$ cat config.mk
export PLATFORM = sky130hd
export DESIGN_NAME = serial_deser
export DESIGN_NICKNAME = d
export VERILOG_FILES = /design/src/rtl/serial_deser_pkg.sv /design/src/rtl/deser_fifo2.sv /design/src/rtl/serial_deser.sv
export SDC_FILE = /design/constraint.sdc
export NUM_CORES = 1
export LEC_CHECK = 0
export CAP_MARGIN = 25
export CELL_PAD_IN_SITES_DETAIL_PLACEMENT = 2
export CELL_PAD_IN_SITES_GLOBAL_PLACEMENT = 2
export CORE_UTILIZATION = 35
export CTS_BUF_LIST = sky130_fd_sc_hd__clkbuf_2
export DETAILED_ROUTE_END_ITERATION = 12
export DONT_BUFFER_PORTS = 1
export HOLD_SLACK_MARGIN = 0.06
export PLACE_DENSITY = 0.66
export SYNTH_ARGS = -nofsm -noshare
export SYNTH_HDL_FRONTEND = slang
export SYNTH_SLANG_ARGS = --single-unit
$ cat constraint.sdc
create_clock -name clk -period 2.09 [get_ports clk]
set_input_delay 0.209 -clock clk [delete_from_list [all_inputs] [get_ports clk]]
set_output_delay 0.209 -clock clk [all_outputs]
set_load 0.03 [all_outputs]
$ cat src/rtl/serial_deser_pkg.sv
// rtl/serial_deser_pkg.sv - shared widths, depths and FSM state type for serial_deser.
// SERIAL_DESER_PARITY_EN adds the PARITY state between DATA and STOP.
package serial_deser_pkg;

    localparam int DATA_W     = 8;
    localparam int FIFO_DEPTH = 2;

`ifdef SERIAL_DESER_PARITY_EN
    typedef enum logic [1:0] {
        IDLE   = 2'd0,
        DATA   = 2'd1,
        PARITY = 2'd2,
        STOP   = 2'd3
    } deser_state_t;
`else
    typedef enum logic [1:0] {
        IDLE = 2'd0,
        DATA = 2'd1,
        STOP = 2'd3
    } deser_state_t;
`endif

endpackage

$ cat src/rtl/deser_fifo2.sv
// rtl/deser_fifo2.sv - two-entry byte FIFO; a push into a full FIFO is accepted only
// when a pop frees a slot in the same cycle, otherwise it is dropped and flagged.
module deser_fifo2
    import serial_deser_pkg::*;
(
    input  logic              clk,
    input  logic              rst_n,
    input  logic              push,
    input  logic [DATA_W-1:0] push_data,
    input  logic              pop,
    output logic [DATA_W-1:0] dout,
    output logic              full,
    output logic              empty,
    output logic              dropped
);

    localparam int CNT_W = $clog2(FIFO_DEPTH + 1);

    logic [DATA_W-1:0] r_mem [FIFO_DEPTH];
    logic              r_rd_ptr;
    logic              r_wr_ptr;
    logic [CNT_W-1:0]  r_count;
    logic              w_do_pop;
    logic              w_do_push;

    assign empty     = (r_count == '0);
    assign full      = (r_count == CNT_W'(FIFO_DEPTH));
    assign w_do_pop  = pop && !empty;
    assign w_do_push = push && (!full || w_do_pop);
    assign dropped   = push && !w_do_push;
    assign dout      = r_mem[r_rd_ptr];

    // When full, wr_ptr equals rd_ptr, so a simultaneous push overwrites the byte being popped.
    always_ff @(posedge clk or negedge rst_n) begin
        if (!rst_n) begin
            for (int i = 0; i < FIFO_DEPTH; i++) begin
                r_mem[i] <= '0;
            end
            r_rd_ptr <= 1'b0;
            r_wr_ptr <= 1'b0;
            r_count  <= '0;
        end else begin
            if (w_do_push) begin
                r_mem[r_wr_ptr] <= push_data;
                r_wr_ptr        <= ~r_wr_ptr;
            end
            if (w_do_pop) begin
                r_rd_ptr <= ~r_rd_ptr;
            end
            case ({w_do_push, w_do_pop})
                2'b10:   r_count <= r_count + CNT_W'(1);
                2'b01:   r_count <= r_count - CNT_W'(1);
                default: r_count <= r_count;
            endcase
        end
    end

endmodule

$ cat src/rtl/serial_deser.sv
// rtl/serial_deser.sv - LSB-first serial-to-byte deserializer with 2-entry output FIFO.
// Define SERIAL_DESER_PARITY_EN for an even-parity bit after the 8 data bits.
module serial_deser
    import serial_deser_pkg::*;
(
    input  logic              clk,
    input  logic              rst_n,
    input  logic              serial_in,
    input  logic              bit_en,
    output logic [DATA_W-1:0] data_out,
    output logic              data_valid,
    input  logic              data_ready,
    output logic              frame_err,
    output logic              parity_err,
    output logic              overrun,
    output logic              busy
);

    deser_state_t      r_state;
    deser_state_t      w_state_nxt;
    logic [2:0]        r_bit_cnt;
    logic [2:0]        w_bit_cnt_nxt;
    logic [DATA_W-1:0] r_shift;
    logic [DATA_W-1:0] w_shift_nxt;
    logic              w_push;
    logic              w_byte_ok;
    logic              w_frame_err_nxt;
    logic              w_full;
    logic              w_empty;
    logic              w_dropped;
    logic              r_frame_err;
    logic              r_overrun;

`ifdef SERIAL_DESER_PARITY_EN
    logic r_par_bad;
    logic w_par_bad_nxt;
    logic w_parity_err_nxt;
    logic r_parity_err;

    assign w_byte_ok  = !r_par_bad;
    assign parity_err = r_parity_err;
`else
    assign w_byte_ok  = 1'b1;
    assign parity_err = 1'b0;
`endif

    always_ff @(posedge clk or negedge rst_n) begin
        if (!rst_n) begin
            r_state     <= IDLE;
            r_bit_cnt   <= 3'd0;
            r_shift     <= '0;
            r_frame_err <= 1'b0;
            r_overrun   <= 1'b0;
`ifdef SERIAL_DESER_PARITY_EN
            r_par_bad    <= 1'b0;
            r_parity_err <= 1'b0;
`endif
        end else begin
            r_state     <= w_state_nxt;
            r_bit_cnt   <= w_bit_cnt_nxt;
            r_shift     <= w_shift_nxt;
            r_frame_err <= w_frame_err_nxt;
            r_overrun   <= w_dropped;
`ifdef SERIAL_DESER_PARITY_EN
            r_par_bad    <= w_par_bad_nxt;
            r_parity_err <= w_parity_err_nxt;
`endif
        end
    end

    // Every state holds still unless bit_en strobes.
    always_comb begin
        w_state_nxt     = r_state;
        w_bit_cnt_nxt   = r_bit_cnt;
        w_shift_nxt     = r_shift;
        w_push          = 1'b0;
        w_frame_err_nxt = 1'b0;
`ifdef SERIAL_DESER_PARITY_EN
        w_par_bad_nxt    = r_par_bad;
        w_parity_err_nxt = 1'b0;
`endif
        if (bit_en) begin
            case (r_state)
                IDLE: begin
                    if (!serial_in) begin
                        w_state_nxt   = DATA;
                        w_bit_cnt_nxt = 3'd0;
`ifdef SERIAL_DESER_PARITY_EN
                        w_par_bad_nxt = 1'b0;
`endif
                    end
                end
                DATA: begin
                    w_shift_nxt   = {serial_in, r_shift[DATA_W-1:1]};
                    w_bit_cnt_nxt = r_bit_cnt + 3'd1;
                    if (r_bit_cnt == 3'd7) begin
`ifdef SERIAL_DESER_PARITY_EN
                        w_state_nxt = PARITY;
`else
                        w_state_nxt = STOP;
`endif
                    end
                end
`ifdef SERIAL_DESER_PARITY_EN
                PARITY: begin
                    if (serial_in != (^r_shift)) begin
                        w_parity_err_nxt = 1'b1;
                        w_par_bad_nxt    = 1'b1;
                    end
                    w_state_nxt = STOP;
                end
`endif
                STOP: begin
                    if (serial_in) begin
                        w_push = w_byte_ok;
                    end else begin
                        w_frame_err_nxt = 1'b1;
                    end
                    w_state_nxt = IDLE;
                end
                default: begin
                    w_state_nxt = IDLE;
                end
            endcase
        end
    end

    deser_fifo2 u_fifo (
        .clk       (clk),
        .rst_n     (rst_n),
        .push      (w_push),
        .push_data (r_shift),
        .pop       (data_ready),
        .dout      (data_out),
        .full      (w_full),
        .empty     (w_empty),
        .dropped   (w_dropped)
    );

    assign data_valid = !w_empty;
    assign frame_err  = r_frame_err;
    assign overrun    = r_overrun;
    assign busy       = (r_state != IDLE);

endmodule

**After elaboration in Yosys (flattened, before gate mapping)**

Cells that the tools add are included.

- Register bits: 35
- Logic and storage cells: 62
- Output and inout port bits: 13
- Input bits: 5

- Add/subtract/negate cells: 3
- Reduce and logical (&&, ||, !) cells: 16
- Equality and inequality tests: 8
- Mux-type cells: 18
- Bitwise logic cells: 4
- Order comparisons: 3

Operators by type and width:

| operator | number |
|---|---|
| 8-bit two-way mux | 4 |
| 16-bit bitwise mux | 1 |
| 8-bit demux with 1-bit select | 1 |
| 2-bit one-hot mux with 2 select lines | 2 |
| 2-bit == test (second input constant) | 3 |
| 1-bit two-way mux | 6 |
| 3-bit one-hot mux with 2 select lines | 1 |
| 3-bit AND reduction | 2 |
| 2-bit nonzero test | 3 |
| 2-bit by 1-bit == test with 1-bit output (second input constant) | 2 |
| 2-bit greater-or-equal comparator (second input constant) | 2 |
| 1-bit logical AND | 4 |
| 2-bit logical NOT | 2 |
| 2-bit two-way mux | 2 |
| 2-bit != test (second input constant) | 2 |
| 1-bit NOT with 2-bit output | 2 |
| 3-bit by 1-bit adder with 3-bit output (second input constant) | 1 |
| 3-bit == test (second input constant) | 1 |
| 1-bit logical NOT | 3 |
| 3-bit two-way mux | 1 |
| 2-bit by 1-bit adder with 2-bit output (second input constant) | 1 |
| 2-bit by 1-bit less-than comparator with 1-bit output (second input constant) | 1 |
| 1-bit NOT | 2 |
| 2-bit AND reduction | 1 |
| other kinds (2) | 2 |

**Depth between registers and ports, before layout**

Gate-level depths: netlist of run 1.

- Depth in word-level cells: 7
- Depth in mapped cells: 4
- Mapped depth without buffers: 4

**Hierarchy**

From an unflattened synthesis of run 1, not the netlist that was laid out.

- Cells, all modules: 105
- Area, all modules: 1552.7 um2

Modules (own cells, without submodules):

| module | sequential area each (um2) | instances | cells an instance | area an instance (um2) |
|---|---|---|---|---|
| deser_fifo2 | 500.5 | 1 | 61 | 912.1 |
| serial_deser | 375.4 | 1 | 44 | 640.6 |

**Least setup slack after synthesis of run 1**

Ideal clock, no wire load.

- Path kind: flip-flop to flip-flop
- From: register r_state[0]
- To: register u_fifo.r_mem[10] (netlist name)
- Data required time: 1.965 ns
- Setup slack: 0.625 ns
- Period minus slack after synthesis: 1.465 ns
- Data arrival time: 1.340 ns
- Buffers on the path: 1
- Cell stages (with the launch flop): 5
- Setup time: 0.125 ns
- Cells stage by stage: dfrtp_1 -> clkbuf_2 -> nand4_4 -> nor3_4 -> mux2_2

- Cells in the longest elaborated chain, start to end: 4

RTL lines:

| item | RTL line | RTL |
|---|---|---|
| start: declaration | serial_deser.sv:19 | `deser_state_t r_state;` |
| start signal: assignment | serial_deser.sv:59 | `r_state <= w_state_nxt;` |
| 2-bit == test | serial_deser.sv:83 | `case (r_state)` |
| 1-bit two-way mux | serial_deser.sv:83 |  |
| 1-bit two-way mux | serial_deser.sv:82 | `if (bit_en) begin` |
| 1-bit logical AND | deser_fifo2.sv:29 | `assign w_do_push = push && (!full \|\| w_do_pop);` |
| end signal: indexed assignment | deser_fifo2.sv:44 | `r_mem[r_wr_ptr] <= push_data;` |
| end: declaration | deser_fifo2.sv:19 | `logic [DATA_W-1:0] r_mem [FIFO_DEPTH];` |

No other way between the ends.
A chain may end at the register's enable or synchronous reset.

**Worst setup path after layout of run 1**

- From: register r_state[0]
- To: register u_fifo.r_mem[9] (netlist name)

Same word-level chain as after synthesis.

==> results of run 1 <==
-- kinds of logic (layout without fill, tap and decap cells) --
kind of cell	Yosys count	count (layout)
multiplexers	33	33
buffers and inverters	7	17
AO/OA/AOI/OAI	11	11
adder cells (fa/ha/maj)	2	2
XOR/XNOR	2	2
AND/OR/NAND/NOR	19	19
flip-flops	35	35
other	1	1
-- flip-flops by register name, indices dropped and copies added (netlist names) --
| register | count |
|---|---|
| frame_err | 1 |
| u_fifo.r_count | 2 |
| r_bit_cnt | 3 |
| overrun | 1 |
| u_fifo.r_wr_ptr | 1 |
| r_state | 2 |
| r_shift | 8 |
| u_fifo.r_mem | 16 |
| u_fifo.r_rd_ptr | 1 |
-- metal layers --
metal	part of all wire (%)	wire length, um	vias to the layer above	track usage (%)
li1	-	-	412	-
met1	47	1430	463	18.7
met2	48	1450	15	24.4
met3	3.2	95	4	5.00
met4	0.97	29	0	6.25
met5	0	0	-	0
-- timing repair --
action	4_1_cts	5_1_grt
endpoints found under the hold margin	42	0
hold buffers	6	0
gates resized for setup	0	0
-- power by group through the flow --
stage / Clock, W / Sequential, W / Combinational [W]
2_1_floorplan: 0 / 0.00105 / 0.000632
3_3_place_gp: 0 / 0.00115 / 0.000629
3_5_place_dp: 0 / 0.00117 / 0.000654
4_1_cts: 0.000340 / 0.00115 / 0.000688
5_1_grt: 0.000363 / 0.00119 / 0.000743
6_report: 0.000314 / 0.00115 / 0.000674
-- placed cells by master (no fill, tap or decap), types with 2 or more instances in the layout --
master / n
o21ai_0: 3
a21oi_1: 4
dfrtp_1: 35
dlygate4sd3_1: 5
nor2_1: 2
clkbuf_2: 5
xnor2_1: 2
nand3_1: 3
nand2_1: 2
a22o_1: 2
mux2_2: 33
inv_1: 3
ha_1: 2
or2_2: 2
-- tightest hold or removal path, stage by stage --
cell and delay [ps]:
nand4_4 90, o21ai_0 100, nand2b_1 70
-- layout make-up --
class / instances / area share, %
timing repair buffer: 6 / 4.12
sequential: 35 / 51.5
clock buffer: 5 / 1.47
tap: 50 / 3.68
clock inverter: 3 / 1.18
multi-input combinational: 68 / 37.4
inverter: 3 / 0.662
-- metrics by stage --
stage	area (sq um)	utilization [%]	std cells	hold WS (ps)	total power [W]
CTS	1700	41.3	170	91.8	0.00218
detailed placement	1590	38.6	156	-85.7	0.00182
global placement	1590	38.6	156	-85.9	0.00178
global route	1700	41.3	170	82.2	0.00230
floorplan	1540	-	110	-86.6	0.00168
finish	1700	41.3	170	130	0.00214
-- how the worst max path moves through the flow --
| stage | from | endpoint | slack [ps] | cells past startpoint |
|---|---|---|---|---|
| finish | r_state[0] | u_fifo.r_mem[9] | 310 | 3 |
| global route | r_state[0] | u_fifo.r_mem[9] | 180 | 3 |
| CTS | r_state[0] | u_fifo.r_mem[9] | 280 | 3 |
| detailed placement | r_state[0] | u_fifo.r_mem[9] | 330 | 3 |
| global placement | r_state[0] | u_fifo.r_mem[13] | 400 | 3 |
| floorplan | r_state[0] | u_fifo.r_mem[10] | 630 | 4 |
==> results.sh, run 1 <==
export IMPL_wl_per_cell_um=17.7
export IMPL_slowest_delay_ps=550
export IMPL_leakagePower_nw=0.784
export IMPL_post_place_ws_ps=328
export IMPL_critPathLaunchType="flop"
export IMPL_ys_seq_elements=35
export IMPL_routed_wl_um=3000
export IMPL_cp_required_ps=2360
export IMPL_cp_top_family="simple AND/OR/NAND/NOR gates"
export IMPL_synth_area_leaders="dfrtp_1 (57%), mux2_2 (24%), ha_1 (1.6%), nand4_4 (1.4%), a21oi_1 (1.3%)"
export IMPL_layout_min_cycle_time_ps=1780
export IMPL_yosys_cell_types_count=28
export IMPL_core_area_sq_mm=0.00412
export IMPL_regArea_sq_um=876
export IMPL_multi_input_area_sq_um=637
export IMPL_crit_fanout=9
export IMPL_hp_start="serial_in"
export IMPL_diodes=0
export IMPL_hold_depth=3
export IMPL_antenna_found_initial=0
export IMPL_path_class="reg -> reg"
export IMPL_nFillCells=415
export IMPL_synthArstFlopShare_pct=100
export IMPL_first_pass_iters=2
export IMPL_end_kind="flop"
export IMPL_vias=894
export IMPL_io_buffers=0
export IMPL_gr_total_overflow=0
export IMPL_max_freq_mhz=561
export IMPL_slew_violations=0
export IMPL_p_int_w=0.00132
export IMPL_gp_congestion=0.627
export IMPL_clk_pin_slew_worst_paths_ps=190
export IMPL_period_share_pct=85.2
export IMPL_hold_path_end="u_fifo.r_wr_ptr"
export IMPL_synth_compound_area_share_pct=4.62
export IMPL_finalHoldViolCount=0
export IMPL_synthSimpleGateAreaFrac_pct=9.56
export IMPL_powerDensity_mw_per_mm2=1260
export IMPL_grt_usage_pct=15.2
export IMPL_synth_nets=117
export IMPL_nets=126
export IMPL_synth_commonest_cells="dfrtp_1 (35), mux2_2 (33), a21oi_1 (4)"
export IMPL_finalClockSkew_ps=6.75
export IMPL_yosysTopAreaCellShare_pct=56.7
export IMPL_fp_dieArea_sq_mm=0.00468
export IMPL_rows=23
export IMPL_start_util_pct=37.5
export IMPL_synthMuxAreaShare_pct=24.1
export IMPL_io_pins=18
export IMPL_vias_per_cell=5.26
export IMPL_synth_most_common_cell="dfrtp_1"
export IMPL_drive_gt1_share_pct=40.0
export IMPL_root_buffer="clkbuf_2"
export IMPL_maxSlewHeadroom_pct=63.0
export IMPL_r2r_slack_ps=310
export IMPL_critPathBufInv=0
export IMPL_clockPowerShare_pct=14.7
export IMPL_synth_xor_area_share_pct=1.13
export IMPL_power_net_switching_w=0.000812
export IMPL_setup_viol=0
export IMPL_worstMarginPinSlew_ps=553
export IMPL_cts_buffers=5
export IMPL_synth_top_family_by_area="multiplexers"
export IMPL_synth_area_leader_cell="dfrtp_1"
export IMPL_drc=0
export IMPL_grt_pass1_vias=969
export IMPL_timing_rr_end="u_fifo.r_mem[9]"
export IMPL_cp_data_arrival_time_ps=2050
export IMPL_reg2reg_from="r_state[0]"
export IMPL_ys_flop_type="dfrtp_1"
export IMPL_synth_area_per_cell_sq_um=14.0
export IMPL_swShare_pct=38.0
export IMPL_hold_class="in -> reg"
export IMPL_drv_cap=0
export IMPL_vdd_ir_drop_max_mv=0.533
export IMPL_post_cts_buffers=0
export IMPL_area_growth_pct=10.2
export IMPL_clock_latency_ps=360
export IMPL_grt_max_degree=36
export IMPL_cts_tree="built"
export IMPL_syn_area_sq_mm=0.00154
export IMPL_floorplan_die_width_um=68.4
export IMPL_ant_nets=0
export IMPL_worstPathCellList="nand4_4 > nor3_4 > mux2_2"
export IMPL_dp_hpwl_um=1960
export IMPL_synth_cells=110
export IMPL_synth_fa_ha_area_share_pct=1.62
export IMPL_fin_tns_setup_ps=0
export IMPL_rsz0062_at_grt="false"
export IMPL_htree_levels=2
export IMPL_fin_ws_ps=309
export IMPL_cts_num_sinks=35
export IMPL_reg2regPathDepth=3
export IMPL_grt_pass1_wl_um=4890
export IMPL_synth_seq_area_share_pct=56.7
export IMPL_die_h_um=68.4
export IMPL_clockBufferDepth=2
export IMPL_crit_slowest_cell="dfrtp_1"
export IMPL_p_seq_share_pct=53.8
export IMPL_drt_iter0_markers=24
export IMPL_outcome="finished, final reports clean"
export IMPL_pwr_share_comb_pct=31.5
export IMPL_synth_edf_count=0
export IMPL_ys_warnings_count=0
(Power assumes the default switching activity.)
==> run 2, diff against run 1 <==
CORE_UTILIZATION = 45   (was 35)
PLACE_DENSITY = 0.82   (was 0.66)
==> run 2 against run 1 <==
Compared with the run above: hold slack worse by 28 ps; power up 6.4%; register-to-register slack better by 30 ps; utilization up 13 points; sequential power about the same; largest cell class unchanged; largest power group unchanged; sequential share of layout area down 0.34 points; clock power up 35%; wire length up 6.8%; critical path type unchanged; cell count down 3.5%.
==> results.sh, run 2 (synthesis results as in run 1) <==
export IMPL_outcome="finished, final reports clean"
export IMPL_grt_usage_pct=20.5
export IMPL_drive_gt1_share_pct=40.0
export IMPL_path_class="reg -> reg"
export IMPL_area_growth_pct=10.9
export IMPL_grt_max_degree=36
export IMPL_drc=0
export IMPL_clockBufferDepth=2
export IMPL_floorplan_die_width_um=60.6
export IMPL_post_cts_buffers=0
export IMPL_setup_viol=0
export IMPL_clock_latency_ps=380
export IMPL_period_share_pct=83.8
export IMPL_die_h_um=60.6
export IMPL_leakagePower_nw=0.797
export IMPL_cp_data_arrival_time_ps=2020
export IMPL_htree_levels=2
export IMPL_final_common_cell="dfrtp_1"
export IMPL_rows=20
export IMPL_largest_reg_flops=16
export IMPL_vias=892
export IMPL_io_pins=18
export IMPL_wl_per_cell_um=19.6
export IMPL_final_cell_mix="dfrtp_1 (35), mux2_2 (33), clkbuf_2 (5), dlygate4sd3_1 (5), a21oi_1 (4)"
export IMPL_finalHoldViolCount=0
export IMPL_io_buffers=0
export IMPL_max_freq_mhz=571
export IMPL_drv_cap=0
export IMPL_rsz0062_at_grt="false"
export IMPL_finalClockSkew_ps=20.6
export IMPL_post_place_ws_ps=336
export IMPL_clk_pin_slew_worst_paths_ps=170
export IMPL_cp_required_ps=2360
export IMPL_cts_tree="built"
export IMPL_grt_pass1_vias=1016
export IMPL_first_pass_iters=2
export IMPL_slew_violations=0
export IMPL_crit_fanout=9
export IMPL_critPathLaunchType="flop"
export IMPL_hold_class="in -> reg"
export IMPL_ctsResizeCount=0
export IMPL_fp_dieArea_sq_mm=0.00367
export IMPL_root_buffer="clkbuf_2"
export IMPL_core_area_sq_mm=0.00315
export IMPL_cts_hold_buffers=6
export IMPL_grt_pass1_wl_um=5190
export IMPL_cts_buffers=5
export IMPL_layout_min_cycle_time_ps=1750
export IMPL_diodes=0
export IMPL_drt_iter0_markers=34
export IMPL_gr_total_overflow=0
export IMPL_r2r_slack_ps=340
export IMPL_dp_hpwl_um=2140
export IMPL_end_kind="flop"
export IMPL_fin_tns_setup_ps=0
export IMPL_ant_nets=0
export IMPL_start_util_pct=49.0
export IMPL_powerDensity_mw_per_mm2=1330
export IMPL_cts_num_sinks=35
export IMPL_nets=126
export IMPL_gp_congestion=0.680
export IMPL_antenna_found_initial=0
export IMPL_vias_per_cell=5.44
export IMPL_fin_ws_ps=339
export IMPL_routed_wl_um=3210
export IMPL_reg_largest_list="u_fifo.r_mem (16), r_shift (8), r_bit_cnt (3)"
export IMPL_vdd_ir_drop_max_mv=0.523
export IMPL_regMostFlops="u_fifo.r_mem"
run 2: stage by stage:
| stage | hold WS, ps | power, W | area [sq um] | instances | util [%] |
|---|---|---|---|---|---|
| 2_1_floorplan | -86.6 | 0.00168 | 1540 | 110 | - |
| 6_report | 102 | 0.00227 | 1710 | 164 | 54.3 |
| 3_5_place_dp | -85.8 | 0.00185 | 1580 | 150 | 50.1 |
| 4_1_cts | 72.6 | 0.00231 | 1710 | 164 | 54.3 |
| 5_1_grt | 87.4 | 0.00241 | 1710 | 164 | 54.3 |
| 3_3_place_gp | -85.7 | 0.00177 | 1580 | 150 | 50.1 |
run 2: area by class of cell:
class / instances / area, sq um
clock buffer: 5 / 25.0
clock inverter: 3 / 38.8
fill: 317 / 1440
inverter: 3 / 11.3
multi-input combinational: 68 / 637
sequential: 35 / 876
tap: 44 / 55.1
timing repair buffer: 6 / 70.1
run 2: report_power, final:
group / switching (W) / internal [W] / total [W] / leakage, nW
logic: 0.000358 / 0.000331 / 0.000689 / 0.305
registers: 0.000245 / 0.000914 / 0.00116 / 0.452
clock network: 0.000228 / 0.000197 / 0.000425 / 0.0404
run 2: worst max-delay path, cell delays in order, from the launching register on:
cell     delay [ps]
dfrtp_1         590
nand4_4         200
nor3_4          470
mux2_2          390
run 2: metal layers:
metal / GRT usage (%) / wire length [um] / up-vias
met1: 23.4 / 1400 / 454
met3: 7.04 / 131 / 6
met2: 35.9 / 1640 / 21
li1: - / - / 411
met4: 6.82 / 38 / 0
met5: 0 / 0 / -
run 2: final timing paths:
check,depth (start not counted),start,endpoint
worst max-delay path,3,r_state[0],u_fifo.r_mem[14]
worst min register to register,1,r_bit_cnt[1],r_bit_cnt[1]
worst max register to register,3,r_state[0],u_fifo.r_mem[14]
min in group asynchronous,2,rst_n,u_fifo.r_mem[7]
max in group asynchronous,2,rst_n,u_fifo.r_mem[5]
worst min-delay path,2,data_ready,u_fifo.r_count[1]
==> run 3, diff against run 2 <==
ABC_AREA = 1   (was unset)
CORE_UTILIZATION = 36   (was 45)
PLACE_DENSITY = 0.79   (was 0.82)
clock period = 1.5 ns   (was 2.09 ns; I/O delays follow)
==> run 3 against run 2 <==
Compared with the run above: area after synthesis grew 3.5%; critical endpoint is now data_out[1]; via count up 43%; wire length increased by 34%; highest routed layer unchanged.
==> results.sh, run 3 <==
export IMPL_outcome="finished, final reports clean"
export IMPL_leakagePower_nw=0.987
export IMPL_cp_required_ps=1350
export IMPL_ant_nets=0
export IMPL_drv_cap=0
export IMPL_synth_area_per_cell_sq_um=8.78
export IMPL_setup_viol=0
export IMPL_ys_flop_type="dfrtp_1"
export IMPL_final_common_cell="nand2_1"
export IMPL_layout_min_cycle_time_ps=1470
export IMPL_synth_cells=182
export IMPL_wl_per_cell_um=16.9
export IMPL_largest_reg_flops=16
export IMPL_regMostFlops="u_fifo.r_mem"
export IMPL_grt_max_degree=36
export IMPL_area_growth_pct=21.6
export IMPL_antenna_found_initial=0
export IMPL_cp_data_arrival_time_ps=1320
export IMPL_cts_buffers=5
export IMPL_nFillCells=461
export IMPL_floorplan_die_width_um=68.6
export IMPL_postLayoutCoreUtil_pct=46.9
export IMPL_grt_usage_pct=21.2
export IMPL_synth_commonest_cells="nand2_1 (51), dfrtp_1 (35), inv_1 (22)"
export IMPL_synth_most_common_cell="nand2_1"
export IMPL_slew_violations=0
export IMPL_fin_cells=255
export IMPL_first_pass_iters=3
export IMPL_rows=23
export IMPL_finalClockSkew_ps=25.0
export IMPL_reg_largest_list="u_fifo.r_mem (16), r_shift (8), r_bit_cnt (3)"
export IMPL_cts_num_sinks=35
export IMPL_synth_edf_count=0
export IMPL_clock_latency_ps=380
export IMPL_drt_iter0_markers=48
export IMPL_synth_nets=189
export IMPL_crit_fanout=5
export IMPL_root_buffer="clkbuf_2"
export IMPL_max_freq_mhz=678
export IMPL_clockBufferDepth=2
export IMPL_period_share_pct=98.3
export IMPL_dp_cells=237
export IMPL_fp_dieArea_sq_mm=0.00471
export IMPL_die_h_um=68.6
export IMPL_routed_wl_um=4310
export IMPL_yosysTopAreaCellShare_pct=54.8
export IMPL_gp_congestion=0.753
export IMPL_gr_total_overflow=0
export IMPL_grt_pass1_vias=1350
export IMPL_reg2regPathDepth=6
export IMPL_io_pins=18
export IMPL_htree_levels=2
export IMPL_hold_class="in -> reg"
export IMPL_vias_per_cell=4.99
export IMPL_vdd_ir_drop_max_mv=0.612
export IMPL_final_cell_mix="nand2_1 (43), dfrtp_1 (33), inv_1 (22)"
export IMPL_hold_depth=2
export IMPL_syn_area_sq_mm=0.00160
export IMPL_yosys_cell_types_count=26
export IMPL_finalHoldViolCount=0
export IMPL_path_class="reg -> out"
export IMPL_synth_area_leader_cell="dfrtp_1"
export IMPL_vias=1272
export IMPL_ys_warnings_count=0
export IMPL_synth_area_leaders="dfrtp_1 (55%), nand2_1 (12%), o21ai_0 (5.6%), inv_1 (5.2%), o21ai_1 (3.4%)"
export IMPL_synth_seq_area_share_pct=54.8
export IMPL_start_util_pct=38.6
export IMPL_clk_pin_slew_worst_paths_ps=180
export IMPL_nets=211
export IMPL_ys_seq_elements=35
export IMPL_core_area_sq_mm=0.00414
export IMPL_cts_tree="built"
export IMPL_drc=0
export IMPL_io_buffers=0
export IMPL_grt_pass1_wl_um=6940
export IMPL_critPathLaunchType="flop"
export IMPL_synthArstFlopShare_pct=100
export IMPL_drive_gt1_share_pct=27.3
export IMPL_rsz0062_at_grt="true"
export IMPL_powerDensity_mw_per_mm2=1420
export IMPL_dp_hpwl_um=2820
export IMPL_diodes=0
export IMPL_end_kind="output pin"
-- run 3: per-layer routing --
metal	part of all wire [%]	wire length (um)	vias to the layer above	GRT usage, %
met3	2.2	96	5	3.95
met5	0	0	-	0
met4	0.98	42	0	7.03
met2	49	2110	14	34.9
li1	-	-	614	-
met1	48	2060	639	28.0
-- run 3: metrics by stage --
step	hold slack [ps]	power (W)	setup WS (ps)	instance area [sq um]	TNS (ps)
floorplan	-146	0.00179	-55.7	1600	-111
global placement	-145	0.00197	274	1720	0
detailed placement	-145	0.00206	187	1720	0
CTS	75.9	0.00275	-13.4	1930	-48.8
global route	102	0.00294	-51.9	1940	-336
finish	91.8	0.00275	26.1	1940	0
-- run 3: power breakdown --
group,internal [W],switching (W)
logic,0.000391,0.000642
clock network,0.000112,0.000303
registers,0.00112,0.000185
-- run 3: what timing repair did --
| action | in CTS | in global routing |
|---|---|---|
| pin swaps | 3 | 0 |
| endpoints found under the setup margin | 8 | 9 |
| gates resized for setup | 33 | 2 |
| hold buffers | 6 | 0 |
| buffers inserted | 3 | 1 |
| endpoints found under the hold margin | 42 | 0 |
-- run 3: worst max-delay path, cell delays in order, from the launching register on --
cell	delay [ps]
dfrtp_2	500
buf_6	160
o21ai_2	140
buf_6	140
-- run 3: final cells by class --
| cell class | count | area, sq um | share of cell area, % |
|---|---|---|---|
| Clock inverter | 2 | 7.51 | 0.386 |
| Timing Repair Buffer | 21 | 233 | 12.0 |
| Sequential cell | 35 | 878 | 45.2 |
| Clock buffer | 6 | 30.0 | 1.55 |
| Inverter | 25 | 95.1 | 4.89 |
| Multi-Input combinational cell | 116 | 637 | 32.8 |
| Tap cell | 50 | 62.6 | 3.22 |
-- run 3: final timing paths --
kind                                    from               end  slack [ps]
setup / recovery             u_fifo.r_rd_ptr       data_out[1]          30
min in group asynchronous              rst_n           overrun         190
setup reg to reg           u_fifo.r_count[0]  u_fifo.r_mem[12]         170
hold reg to reg             u_fifo.r_mem[10]  u_fifo.r_mem[10]         510
max in group asynchronous              rst_n  u_fifo.r_mem[10]        1090
hold / removal                        bit_en        r_state[0]          90
-- run 3: cells by family (layout without fill, tap and decap cells) --
family	count (synthesis)	in the layout	synth area share, %
AOI/OAI and AO/OA	38	38	13.3
xor gates and xnor gates	1	1	0.548
adders and majority gates	2	2	1.57
buffers and inverters	31	54	8.14
DFF	35	35	54.8
other	1	1	0.235
and+or+nand+nor	74	74	21.4
